`src/rtl/tf520_cpu_bridge_if.sv`:
```
// 68EC020 side, Amiga 68000/6800 side and grant signals of the TF520 bridge.
interface tf520_cpu_bridge_if;
  logic       AS20;
  logic       DS20_1;
  logic       DS20_2;
  logic       RW20;
  logic [2:0] FC;
  logic [1:0] SIZ;
  logic       A0;
  logic [3:0] A;
  logic       BG20;
  logic       BGACK;
  logic       DTACK;
  logic       VPA;
  logic       HIGH;
  logic       AS;
  logic       UDS;
  logic       LDS;
  logic       RW00;
  logic       VMA;
  logic       E;
  logic       DSACK1;
  logic       AVEC;
  logic       BG;

  modport slave (
    input  AS20, DS20_1, DS20_2, RW20, FC, SIZ, A0, A, BG20, BGACK, DTACK, VPA, HIGH,
    output AS, UDS, LDS, RW00, VMA, E, DSACK1, AVEC, BG
  );

  modport master (
    output AS20, DS20_1, DS20_2, RW20, FC, SIZ, A0, A, BG20, BGACK, DTACK, VPA, HIGH,
    input  AS, UDS, LDS, RW00, VMA, E, DSACK1, AVEC, BG
  );
endinterface

```
`src/rtl/tf520_cpu_bridge.sv`:
```
// Runs 68EC020 cycles as 68000/6800 cycles paced by a sampled CLK7M; all outputs but BG registered.
// Cycle length follows DTACK/VPA (no timeout); the 020 is held off by withholding DSACK1.
module tf520_cpu_bridge #(
  parameter int E_DIV  = 10,
  parameter int E_HIGH = 4
) (
  input logic               CLK20M,
  input logic               RESET,
  input logic               CLK7M,
  tf520_cpu_bridge_if.slave bus
);
  localparam int            CW       = $clog2(E_DIV);
  localparam logic [CW-1:0] E_LAST   = CW'(E_DIV - 1);
  localparam logic [CW-1:0] E_ON     = CW'(E_DIV - E_HIGH);
  localparam logic [CW-1:0] VMA_SLOT = CW'(3);

  typedef enum logic [2:0] {
    S_IDLE, S_WAIT7, S_WSTB, S_ACK, S_VPAW, S_VWAIT, S_DONE, S_TERM
  } state_t;

  state_t        state, state_nxt;
  logic          clk7_s1, clk7_s2, clk7_d;
  logic          dtack_s1, dtack_s, vpa_s1, vpa_s, bgack_s1, bgack_s;
  logic          r7, f7;
  logic [CW-1:0] ecnt, ecnt_nxt;
  logic          e_q, avec_q;
  logic          as_q, uds_q, lds_q, rw_q, vma_q, dsack_q, rw_l, uds_en, lds_en;
  logic          as_nxt, uds_nxt, lds_nxt, rw_nxt, vma_nxt, dsack_nxt;
  logic          rw_l_nxt, uds_en_nxt, lds_en_nxt;
  logic          cpu_space, ds_act;

  always_ff @(posedge CLK20M or posedge RESET) begin
    if (RESET) begin
      {clk7_s1, clk7_s2, clk7_d} <= 3'b000;
      {dtack_s1, dtack_s, vpa_s1, vpa_s, bgack_s1, bgack_s} <= 6'b111111;
    end else begin
      {clk7_d, clk7_s2, clk7_s1} <= {clk7_s2, clk7_s1, CLK7M};
      {dtack_s, dtack_s1} <= {dtack_s1, bus.DTACK};
      {vpa_s, vpa_s1}     <= {vpa_s1, bus.VPA};
      {bgack_s, bgack_s1} <= {bgack_s1, bus.BGACK};
    end
  end

  assign r7 = clk7_s2 & ~clk7_d;
  assign f7 = ~clk7_s2 & clk7_d;

  // E free-runs off CLK7M falling edges regardless of bus activity.
  assign ecnt_nxt = (ecnt == E_LAST) ? '0 : ecnt + CW'(1);

  always_ff @(posedge CLK20M or posedge RESET) begin
    if (RESET) begin
      ecnt <= '0;
      e_q  <= 1'b0;
    end else if (f7) begin
      ecnt <= ecnt_nxt;
      e_q  <= (ecnt_nxt >= E_ON);
    end
  end

  assign cpu_space = (bus.FC == 3'b111) && (bus.A == 4'hF);
  assign ds_act    = ~bus.DS20_1 & ~bus.DS20_2;

  always_ff @(posedge CLK20M or posedge RESET) begin
    if (RESET)                        avec_q <= 1'b1;
    else if (!bus.AS20 && cpu_space)  avec_q <= 1'b0;
    else if (bus.AS20)                avec_q <= 1'b1;
  end

  always_ff @(posedge CLK20M or posedge RESET) begin
    if (RESET) begin
      state   <= S_IDLE;
      as_q    <= 1'b1;
      uds_q   <= 1'b1;
      lds_q   <= 1'b1;
      rw_q    <= 1'b1;
      vma_q   <= 1'b1;
      dsack_q <= 1'b1;
      rw_l    <= 1'b1;
      uds_en  <= 1'b0;
      lds_en  <= 1'b0;
    end else begin
      state   <= state_nxt;
      as_q    <= as_nxt;
      uds_q   <= uds_nxt;
      lds_q   <= lds_nxt;
      rw_q    <= rw_nxt;
      vma_q   <= vma_nxt;
      dsack_q <= dsack_nxt;
      rw_l    <= rw_l_nxt;
      uds_en  <= uds_en_nxt;
      lds_en  <= lds_en_nxt;
    end
  end

  always_comb begin
    state_nxt  = state;
    as_nxt     = as_q;
    uds_nxt    = uds_q;
    lds_nxt    = lds_q;
    rw_nxt     = rw_q;
    vma_nxt    = vma_q;
    dsack_nxt  = dsack_q;
    rw_l_nxt   = rw_l;
    uds_en_nxt = uds_en;
    lds_en_nxt = lds_en;
    // An 020 abort is only acted on at a 7M falling edge so strobes end on a bus phase.
    if ((state inside {S_WAIT7, S_WSTB, S_ACK, S_VPAW, S_VWAIT}) && bus.AS20) begin
      if (f7) begin
        {as_nxt, uds_nxt, lds_nxt, vma_nxt, rw_nxt} = 5'b11111;
        state_nxt = S_IDLE;
      end
    end else begin
      case (state)
        S_IDLE: begin
          if (!bus.AS20 && bus.HIGH && bgack_s && !cpu_space) begin
            rw_l_nxt   = bus.RW20;
            uds_en_nxt = ~bus.A0;
            lds_en_nxt = bus.A0 | (bus.SIZ != 2'b01);
            state_nxt  = S_WAIT7;
          end
        end
        S_WAIT7: begin
          if (f7) begin
            as_nxt = 1'b0;
            rw_nxt = rw_l;
            if (rw_l) begin
              uds_nxt   = ~uds_en;
              lds_nxt   = ~lds_en;
              state_nxt = S_ACK;
            end else begin
              state_nxt = S_WSTB;
            end
          end
        end
        S_WSTB: begin
          // Write strobes wait half a 7M period and for the 020 data strobe.
          if (r7 && ds_act) begin
            uds_nxt   = ~uds_en;
            lds_nxt   = ~lds_en;
            state_nxt = S_ACK;
          end
        end
        S_ACK: begin
          if (f7) begin
            if (!dtack_s)    state_nxt = S_DONE;
            else if (!vpa_s) state_nxt = S_VPAW;
          end
        end
        S_VPAW: begin
          if (ecnt == VMA_SLOT) begin
            vma_nxt   = 1'b0;
            state_nxt = S_VWAIT;
          end
        end
        S_VWAIT: begin
          if (f7 && ecnt == E_LAST) state_nxt = S_DONE;
        end
        S_DONE: begin
          dsack_nxt = bus.AS20;
          if (f7) begin
            {as_nxt, uds_nxt, lds_nxt, vma_nxt, rw_nxt} = 5'b11111;
            state_nxt = bus.AS20 ? S_IDLE : S_TERM;
          end
        end
        S_TERM: begin
          if (bus.AS20) begin
            dsack_nxt = 1'b1;
            state_nxt = S_IDLE;
          end
        end
        default: state_nxt = S_IDLE;
      endcase
    end
  end

  assign bus.AS     = as_q;
  assign bus.UDS    = uds_q;
  assign bus.LDS    = lds_q;
  assign bus.RW00   = rw_q;
  assign bus.VMA    = vma_q;
  assign bus.E      = e_q;
  assign bus.DSACK1 = dsack_q;
  assign bus.AVEC   = avec_q;
  assign bus.BG     = bus.BG20;
endmodule

```
`src/flat_wrapper.sv`:
```
// flat-port wrapper written by rule: the top's interface ports become plain ports
module tf520_cpu_bridge_flat 
#(
  parameter int E_DIV  = 10,
  parameter int E_HIGH = 4
)
  (CLK20M, RESET, CLK7M, bus_AS20, bus_DS20_1, bus_DS20_2, bus_RW20, bus_FC, bus_SIZ, bus_A0, bus_A, bus_BG20, bus_BGACK, bus_DTACK, bus_VPA, bus_HIGH, bus_AS, bus_UDS, bus_LDS, bus_RW00, bus_VMA, bus_E, bus_DSACK1, bus_AVEC, bus_BG);
  tf520_cpu_bridge_if bus_i ();
  input logic CLK20M;
  input logic RESET;
  input logic CLK7M;
  input wire logic [$bits(bus_i.AS20)-1:0] bus_AS20;
  input wire logic [$bits(bus_i.DS20_1)-1:0] bus_DS20_1;
  input wire logic [$bits(bus_i.DS20_2)-1:0] bus_DS20_2;
  input wire logic [$bits(bus_i.RW20)-1:0] bus_RW20;
  input wire logic [$bits(bus_i.FC)-1:0] bus_FC;
  input wire logic [$bits(bus_i.SIZ)-1:0] bus_SIZ;
  input wire logic [$bits(bus_i.A0)-1:0] bus_A0;
  input wire logic [$bits(bus_i.A)-1:0] bus_A;
  input wire logic [$bits(bus_i.BG20)-1:0] bus_BG20;
  input wire logic [$bits(bus_i.BGACK)-1:0] bus_BGACK;
  input wire logic [$bits(bus_i.DTACK)-1:0] bus_DTACK;
  input wire logic [$bits(bus_i.VPA)-1:0] bus_VPA;
  input wire logic [$bits(bus_i.HIGH)-1:0] bus_HIGH;
  output wire logic [$bits(bus_i.AS)-1:0] bus_AS;
  output wire logic [$bits(bus_i.UDS)-1:0] bus_UDS;
  output wire logic [$bits(bus_i.LDS)-1:0] bus_LDS;
  output wire logic [$bits(bus_i.RW00)-1:0] bus_RW00;
  output wire logic [$bits(bus_i.VMA)-1:0] bus_VMA;
  output wire logic [$bits(bus_i.E)-1:0] bus_E;
  output wire logic [$bits(bus_i.DSACK1)-1:0] bus_DSACK1;
  output wire logic [$bits(bus_i.AVEC)-1:0] bus_AVEC;
  output wire logic [$bits(bus_i.BG)-1:0] bus_BG;
  assign bus_i.AS20 = bus_AS20;
  assign bus_i.DS20_1 = bus_DS20_1;
  assign bus_i.DS20_2 = bus_DS20_2;
  assign bus_i.RW20 = bus_RW20;
  assign bus_i.FC = bus_FC;
  assign bus_i.SIZ = bus_SIZ;
  assign bus_i.A0 = bus_A0;
  assign bus_i.A = bus_A;
  assign bus_i.BG20 = bus_BG20;
  assign bus_i.BGACK = bus_BGACK;
  assign bus_i.DTACK = bus_DTACK;
  assign bus_i.VPA = bus_VPA;
  assign bus_i.HIGH = bus_HIGH;
  assign bus_AS = bus_i.AS;
  assign bus_UDS = bus_i.UDS;
  assign bus_LDS = bus_i.LDS;
  assign bus_RW00 = bus_i.RW00;
  assign bus_VMA = bus_i.VMA;
  assign bus_E = bus_i.E;
  assign bus_DSACK1 = bus_i.DSACK1;
  assign bus_AVEC = bus_i.AVEC;
  assign bus_BG = bus_i.BG;
  tf520_cpu_bridge #(.E_DIV(E_DIV), .E_HIGH(E_HIGH)) u_core (.CLK20M(CLK20M), .RESET(RESET), .CLK7M(CLK7M), .bus(bus_i));
endmodule
```
`config.mk`:
```
export PLATFORM = sky130hd
export DESIGN_NAME = tf520_cpu_bridge_flat
export DESIGN_NICKNAME = d
export VERILOG_FILES = /design/src/rtl/tf520_cpu_bridge_if.sv /design/src/rtl/tf520_cpu_bridge.sv /design/src/flat_wrapper.sv
export SDC_FILE = /design/constraint.sdc
export NUM_CORES = 1
export LEC_CHECK = 0
export CAP_MARGIN = 0
export CELL_PAD_IN_SITES_DETAIL_PLACEMENT = 0
export CELL_PAD_IN_SITES_GLOBAL_PLACEMENT = 1
export CORE_MARGIN = 10
export CORE_UTILIZATION = 41
export DETAILED_ROUTE_END_ITERATION = 6
export PLACE_DENSITY_LB_ADDON = 0.05
export SETUP_SLACK_MARGIN = 0.2
export SYNTH_ARGS = -nofsm -noshare
export SYNTH_HDL_FRONTEND = slang
export SYNTH_SLANG_ARGS = --single-unit
```
`constraint.sdc`:
```
create_clock -name CLK20M -period 2.29 [get_ports CLK20M]
set_input_delay 0.229 -clock CLK20M [delete_from_list [all_inputs] [get_ports CLK20M]]
set_output_delay 0.229 -clock CLK20M [all_outputs]
set_load 0.05 [all_outputs]
```
==> flow_summary.toml, run 1 <==
[run_status]
outcome = "finished clean"

[sta]
hold_viol_final = 0
min_period_over_period = 0.839
slew_viol_final = 0
max_freq_ghz = 0.521
setup_slack_ps = 370
worst_pin_slew_ps = 667
fin_setup_tns_ps = 0
slew_headroom = 0.556
finClkSkew_ps = 8.52
rsz0062_at_grt = "no"
final.min_clock_period_ps = 1920
setup_viol = 0
fin_worst_hold_slack_ps = 250

[critical_path]
max_stage_delay_ps = 800
cp_num_buf_inv = 1
crit_fanout = 3
required_ps = 2060
worst_path_max_delay_cell = "clkdlybuf4s50_1"
critPathArrivalTime_ps = 1690
end_kind = "primary output"
crit_type = "register to primary output"
startpoint_type = "register"
path_delay_family = "buffers and inverters"
crit_chain = "clkdlybuf4s50_1"

[global_routing]
antenna_found_initial = 0
gr-usage-all-layers = 0.105
overflow = 0
grt_max_degree = 28
grt_pass1_wl_um = 5350
grt_pass1_vias = 1109

[finish]
drive_above_1_share = 0.207
fill_cells = 323
final_cell_mix = "28 x clkdlybuf4s50_1, 14 x nand2_1, 14 x dfstp_2"
final_cell_count_no_fill = 210
final_common_cell = "clkdlybuf4s50_1"
n_antenna_cell = 0
syn2layout_area_growth_pct = 23.3
finalInstanceArea_um2 = 1740
nets = 187

[detailed_routing]
drt_first_pass_iters = 4
vias = 1106
drc = 0
avgRoutedWirePerCell_um = 15.6
ant_nets = 0
initialDrtViolationCount = 100
wirelength_um = 3270
dr_wl_met2_um = 1610
wl_met3_um = 171
viasPerCell = 5.27
highest_layer = "met3"
met1_length_um = 1490

[cts]
cts_resized = 0
cts_tree = "yes"
htree_levels = 1
cts_made_buffers = 3
cts-root-buf = "clkbuf_4"
max-clock-path-buffers = 2
postCtsSetupRepairBufs = 0
cts.clk_slew.worst_paths_ps = 150
cts.sinks = 27
hold_buffers = 0
insertion_delay_ps = 320

[yosys]
muxShareOfSynthArea = 0.00798
synth_compound_gate_area_share = 0.194
synthDistinctLibCells = 48
synthSimpleGateAreaFrac = 0.231
ys.flop_type = "dfstp_2"
yosys.area.top_type = "dfstp_2"
netlist.area_leader.share = 0.261
synth_area_um2 = 1410
yosysSeqAreaShare = 0.491
synthAdderAreaFrac = 0
synth_edf_count = 0
synth_xor_area_frac = 0.0124
ys_ff_latch = 27
syn_nets = 159
synth_area_per_cell_um2 = 10.3
synthCells = 137
synth.area.top_cells = "dfstp_2 26%, dfrtp_1 23%, nand2_1 3.7%, o21ai_0 3.2%, a21oi_1 2.5%"
synthArstFlopShare = 1.00
synth_top_family_by_area = "simple AND/OR/NAND/NOR gates"
yosys_warnings = 0

[place]
dp_cells = 206
pre_cts_slack_ps = 284
port-buffer-count = 28
hpwlAfterDp_um = 2410
placed_cell_area_um2 = 1710
place_congestion = 0.777

[worst_hold_path]
hp-class = "input port to async pin"

[pwr]
power_density_nw_per_um2 = 1180
leakagePower_nw = 0.695
peakVddDrop_uv = 398

[floorplanning]
die-height_um = 78.7
initial_core_util = 0.423
die_w_um = 78.7
fp.coreArea_um2 = 3340
die_area_um2 = 6190
pin_count = 31
rows = 21

[run]
cap_violations = 0
-- synthesized netlist by cell type (2+ instances only) --
library cell	instances
and2_1	2
nand2b_1	5
inv_1	5
a31oi_1	2
a22oi_1	2
buf_2	5
nor3_1	2
o21ai_0	9
nor2b_1	3
nor2_1	7
nand3_1	5
nand4_1	3
buf_6	3
dfrtp_1	13
nand2_1	14
o22ai_1	2
a21oi_1	7
o21ai_1	2
dfstp_2	14
a21o_1	4
-- metal layers --
| metal | GRT usage | up-vias |
|---|---|---|
| li1 | - | 550 |
| met1 | 0.128 | 536 |
| met2 | 0.174 | 20 |
| met3 | 0.0330 | 0 |
| met4 | 0.0323 | 0 |
| met5 | 0 | - |
-- power breakdown --
part           internal (mW)  total, mW  switching [mW]
combinational          0.405      0.930           0.526
clock                 0.0655      0.205           0.140
sequential             0.668      0.910           0.242
total                   1.14       2.05           0.908
-- state kept, by name, summed over array words and instances, names as in the netlist --
signal / flops
u_core.ecnt: 4
u_core.dtack_s1: 1
u_core.vpa_s: 1
u_core.bus.AVEC: 1
u_core.lds_en: 1
u_core.bus.DSACK1: 1
u_core.dtack_s: 1
u_core.clk7_s1: 1
u_core.bus.UDS: 1
u_core.vpa_s1: 1
u_core.bus.VMA: 1
u_core.bus.E: 1
u_core.uds_en: 1
u_core.rw_l: 1
u_core.bgack_s1: 1
u_core.bus.AS: 1
u_core.bgack_s: 1
u_core.bus.LDS: 1
u_core.clk7_s2: 1
u_core.clk7_d: 1
u_core.state: 3
u_core.bus.RW00: 1
-- final timing paths --
kind | start | to | slack [ps] | depth (start not counted)
worst min register to register | u_core.bgack_s1 | u_core.bgack_s | 370 | 0
min in group CLK20M | bus_VPA | u_core.vpa_s1 | 290 | 1
worst min-delay path | RESET | u_core.clk7_s2 | 250 | 3
max in group asynchronous | RESET | u_core.bus.RW00 | 1730 | 3
worst max-delay path | u_core.bus.RW00 | bus_RW00 | 370 | 1
worst max register to register | u_core.state[2] | u_core.state[1] | 460 | 5
-- layout make-up --
type                            count  area (um^2)  area share
Multi-Input combinational cell     95          629       0.362
Clock buffer                        3         22.5      0.0129
Sequential cell                    27          693       0.398
Tap cell                           46         57.6      0.0331
Inverter                            6         22.5      0.0129
Clock inverter                      1         5.00     0.00288
Timing Repair Buffer               32          310       0.178
-- kinds of logic after synthesis --
family,Yosys count
simple gates,53
compound gates,39
flops,27
buf+inv,15
xor+xnor,2
mux,1
-- stage by stage --
step,util,power [mW]
3_5_place_dp,0.513,1.85
5_1_grt,0.522,2.19
6_report,0.522,2.05
2_1_floorplan,-,1.62
3_3_place_gp,0.513,1.82
4_1_cts,0.522,2.06
(Power assumes the default switching activity.)
==> run 2: changes to the inputs <==
--- a/config.mk
+++ b/config.mk
@@ -9,7 +9,7 @@
 export CELL_PAD_IN_SITES_DETAIL_PLACEMENT = 0
 export CELL_PAD_IN_SITES_GLOBAL_PLACEMENT = 1
 export CORE_MARGIN = 10
-export CORE_UTILIZATION = 41
+export CORE_UTILIZATION = 38
 export DETAILED_ROUTE_END_ITERATION = 6
 export PLACE_DENSITY_LB_ADDON = 0.05
 export SETUP_SLACK_MARGIN = 0.2
==> constraint.sdc (replaced) <==
create_clock -name CLK20M -period 1.9 [get_ports CLK20M]
set_input_delay 0.19 -clock CLK20M [delete_from_list [all_inputs] [get_ports CLK20M]]
set_output_delay 0.19 -clock CLK20M [all_outputs]
set_load 0.05 [all_outputs]
==> run 2 against run 1 <==
Against the previous run:
- sequential power increased by 13%
- worst setup slack got worse by 95 ps
- highest routed layer is now met4
- non-clock buffer count increased by 9
- via count increased by 3.3%
==> flow_summary.toml, run 2 (synthesis results as in run 1) <==
[finish]
nets = 196
top_regs = "u_core.ecnt (4), u_core.state (3)"
top_register = "u_core.ecnt"
largest_register_ffs = 4
regArea_um2 = 697
n_antenna_cell = 0
syn2layout_area_growth_pct = 32.1
drive_above_1_share = 0.312
final_cell_mix = "21 x clkdlybuf4s50_1, 16 x buf_4, 14 x nand2_1, 14 x dfstp_2, 10 x dfrtp_1"
multi_input_area_um2 = 648
fill_cells = 342
final_common_cell = "clkdlybuf4s50_1"

[cts]
htree_levels = 1
hold_buffers = 0
cts-root-buf = "clkbuf_8"
cts.clk_slew.worst_paths_ps = 100
cts.sinks = 27
insertion_delay_ps = 280
cts_made_buffers = 3
max-clock-path-buffers = 2
cts_tree = "yes"

[sta]
slew_viol_final = 0
setup_slack_ps = 275
slew_headroom = 0.666
fin_setup_tns_ps = 0
hold_viol_final = 0
setup_viol = 0
finClkSkew_ps = 9.12
final.min_clock_period_ps = 1630
max_freq_ghz = 0.615
rsz0062_at_grt = "no"
min_period_over_period = 0.855
worst_pin_slew_ps = 500

[place]
place_congestion = 0.796
hpwlAfterDp_um = 2410
pre_cts_slack_ps = -15.3
port-buffer-count = 28

[detailed_routing]
vias = 1142
drc = 0
ant_nets = 0
wirelength_um = 3170
drt_first_pass_iters = 6
viasPerCell = 5.17
avgRoutedWirePerCell_um = 14.3
initialDrtViolationCount = 95

[global_routing]
gr-usage-all-layers = 0.0978
busiest_layer = "met2"
grt_max_degree = 28
overflow = 0
use_met2 = 0.145
grt_pass1_wl_um = 5200
use_met1 = 0.137
use_met3 = 0.0199
grt_pass1_vias = 1076
antenna_found_initial = 0

[critical_path]
crit_fanout = 2
crit_chain = "clkdlybuf4s50_1"
path_depth = 1
crit_type = "register to primary output"
cp_num_buf_inv = 1
startpoint_type = "register"
end_kind = "primary output"
critPathArrivalTime_ps = 1440
worst_path_max_delay_cell = "clkdlybuf4s50_1"
path_delay_family = "buffers and inverters"
required_ps = 1710
worstRegToRegCells = 5
max_stage_delay_ps = 800

[pwr]
peakVddDrop_uv = 674
leakagePower_nw = 0.756
power_density_nw_per_um2 = 1440

[run]
cap_violations = 0

[floorplanning]
die_area_um2 = 6550
initial_core_util = 0.388
rows = 22
pin_count = 31
fp.coreArea_um2 = 3630
die_w_um = 80.9
die-height_um = 80.9

[worst_hold_path]
hp-class = "input port to async pin"

[run_status]
outcome = "finished clean"
## run 2: where the power goes
group / internal [mW] / total (mW) / switching (mW) / leakage (nW)
clock network: 0.149 / 0.333 / 0.184 / 0.0217
registers: 0.814 / 1.03 / 0.214 / 0.299
logic: 0.586 / 1.32 / 0.734 / 0.435
## run 2: final timing paths
kind                                  from         endpoint  slack, ps
max                           u_core.bus.E            bus_E        270
min                                  RESET   u_core.clk7_s2        250
max reg2reg                  u_core.clk7_d   u_core.bus.LDS        340
min reg2reg                u_core.bgack_s1   u_core.bgack_s        360
max in group asynchronous            RESET  u_core.bus.AVEC       1330
min in group CLK20M              bus_DTACK  u_core.dtack_s1        310
## run 2: routing by layer
metal  wire length, um  share of wire  vias to the layer above
met4                33          0.010                        0
met3               155          0.049                        5
met1              1480           0.47                      540
met5                 0              0                        -
li1                  -              -                      569
met2              1500           0.47                       28
## run 2: cell type report
class,instances,share of cell area
sequential,27,0.374
inverter,6,0.0121
multi-input combinational,95,0.348
clock inverter,1,0.00403
clock buffer,3,0.0221
tap,48,0.0322
timing repair buffer,41,0.208
## run 2: metrics by stage
stage	instances	util	hold WS (ps)	instance area, um^2	total power [mW]
after floorplan	137	-	194	1410	1.95
after global placement	212	0.480	333	1750	2.24
after detailed placement	212	0.480	342	1750	2.25
after CTS	216	0.495	267	1800	2.57
after global routing	221	0.513	285	1860	2.88
final	221	0.513	254	1860	2.68
## run 2: timing repair
item | in CTS | in global routing
setup endpoints to repair | 4 | 6
buffers inserted | 0 | 5
resized for setup | 3 | 5
==> run 3: changes to the inputs <==
--- a/config.mk
+++ b/config.mk
@@ -13,6 +13,7 @@
 export DETAILED_ROUTE_END_ITERATION = 6
 export PLACE_DENSITY_LB_ADDON = 0.05
 export SETUP_SLACK_MARGIN = 0.2
+export SKIP_CTS_REPAIR_TIMING = 1
 export SYNTH_ARGS = -nofsm -noshare
 export SYNTH_HDL_FRONTEND = slang
 export SYNTH_SLANG_ARGS = --single-unit
==> run 3 against run 2 <==
Against the previous run:
- routed wire length increased by 0.22%
- via count about the same
- non-clock buffer count is 2 lower
- clock skew down 1.0 ps
- global-route usage about the same
- sequential cell count unchanged
- first-iteration DRC count increased by 8.4%
- clock power about the same
- final cell count fell by 0.90%
- fmax rose by 0.11%
- combinational power shrank 6%
==> flow_summary.toml, run 3 (synthesis results as in run 1) <==
[finish]
final_cell_count_no_fill = 219
final_common_cell = "clkdlybuf4s50_1"
n_antenna_cell = 0
fill_cells = 344
drive_above_1_share = 0.304
top_regs = "u_core.ecnt (4), u_core.state (3)"
finalInstanceArea_um2 = 1840
syn2layout_area_growth_pct = 30.7
nets = 194
final_cell_mix = "21 x clkdlybuf4s50_1, 15 x buf_4, 14 x nand2_1, 14 x dfstp_2, 10 x dfrtp_1"
top_register = "u_core.ecnt"
largest_register_ffs = 4

[cts]
htree_levels = 1
cts-root-buf = "clkbuf_8"
cts_made_buffers = 3
insertion_delay_ps = 270
cts.sinks = 27
cts.clk_slew.worst_paths_ps = 100
cts_tree = "yes"
max-clock-path-buffers = 2

[global_routing]
gr-usage-all-layers = 0.0980
busiest_layer = "met2"
use_met2 = 0.145
use_met1 = 0.138
grt_max_degree = 28
overflow = 0
grt_pass1_vias = 1073
grt_pass1_wl_um = 5220
antenna_found_initial = 0
use_met3 = 0.0199

[pwr]
peakVddDrop_uv = 664
seqPwrFrac = 0.403
leakagePower_nw = 0.755
p_total_mw = 2.63
clkPwrFrac = 0.126
internal_power_mw = 1.51
p_sw_mw = 1.12
power_density_nw_per_um2 = 1420
swShare = 0.427
pwr-share-comb = 0.471

[critical_path]
end_kind = "primary output"
worst_path_max_delay_cell = "clkdlybuf4s50_1"
critPathArrivalTime_ps = 1430
cp_num_buf_inv = 1
required_ps = 1710
max_stage_delay_ps = 800
path_delay_family = "buffers and inverters"
crit_type = "register to primary output"
startpoint_type = "register"
crit_chain = "clkdlybuf4s50_1"
crit_fanout = 2

[detailed_routing]
viasPerCell = 5.21
ant_nets = 0
wirelength_um = 3180
drt_first_pass_iters = 6
initialDrtViolationCount = 103
vias = 1141
avgRoutedWirePerCell_um = 14.5
drc = 0

[floorplanning]
initial_core_util = 0.388
fp.coreArea_um2 = 3630
die-height_um = 80.9
rows = 22
pin_count = 31
die_w_um = 80.9
die_area_um2 = 6550

[place]
placed_cell_area_um2 = 1750
hpwlAfterDp_um = 2410
dp_cells = 212
port-buffer-count = 28
place_congestion = 0.796

[sta]
rsz0062_at_grt = "yes"
finClkSkew_ps = 8.07
slew_headroom = 0.663
hold_viol_final = 0
worst_pin_slew_ps = 504
final.min_clock_period_ps = 1620
min_period_over_period = 0.854
slew_viol_final = 0
setup_viol = 0
max_freq_ghz = 0.616

[run_status]
outcome = "finished clean"

[run]
cap_violations = 0

[worst_hold_path]
hp-class = "input port to async pin"
-- run 3: layout make-up --
| cell class | instances | area, um^2 | area share |
|---|---|---|---|
| flip-flops and latches | 27 | 697 | 0.378 |
| multi-input cells | 95 | 648 | 0.351 |
| clock buffers | 3 | 41.3 | 0.0224 |
| repair buffers | 39 | 368 | 0.199 |
| clock inverters | 1 | 7.51 | 0.00407 |
| well taps | 48 | 60.1 | 0.0326 |
| inverters | 6 | 22.5 | 0.0122 |
-- run 3: layer usage --
metal  wire length, um  part of all wire
met1              1500              0.47
met2              1490              0.47
met3               151             0.048
met4                33             0.010
met5                 0                 0
-- run 3: worst paths after layout --
path,from,to,slack [ps],depth (start not counted)
max,u_core.bus.E,bus_E,280,1
min,RESET,u_core.ecnt[0],260,3
max reg2reg,u_core.clk7_d,u_core.bus.LDS,320,5
min reg2reg,u_core.bgack_s1,u_core.bgack_s,360,0
max in group asynchronous,RESET,u_core.bus.AVEC,1330,3
min in group CLK20M,bus_DTACK,u_core.dtack_s1,310,1
-- run 3: metrics by stage --
| stage | setup slack, ps | hold slack, ps | setup TNS (ps) | utilization |
|---|---|---|---|---|
| global route | 185 | 285 | 0 | 0.508 |
| floorplan | 509 | 194 | 0 | - |
| global placement | 6.62 | 333 | 0 | 0.480 |
| detailed placement | -15.3 | 342 | -20.0 | 0.480 |
| finish | 277 | 258 | 0 | 0.508 |
| CTS | 86.9 | 267 | 0 | 0.494 |
-- run 3: power groups by stage --
stage / registers (mW) / clock network, mW / logic (mW)
final: 1.06 / 0.331 / 1.24
after global routing: 1.10 / 0.366 / 1.36
after CTS: 1.07 / 0.342 / 1.18
after detailed placement: 1.08 / 0 / 1.17
after global placement: 1.07 / 0 / 1.16
after floorplan: 1.18 / 0 / 0.769
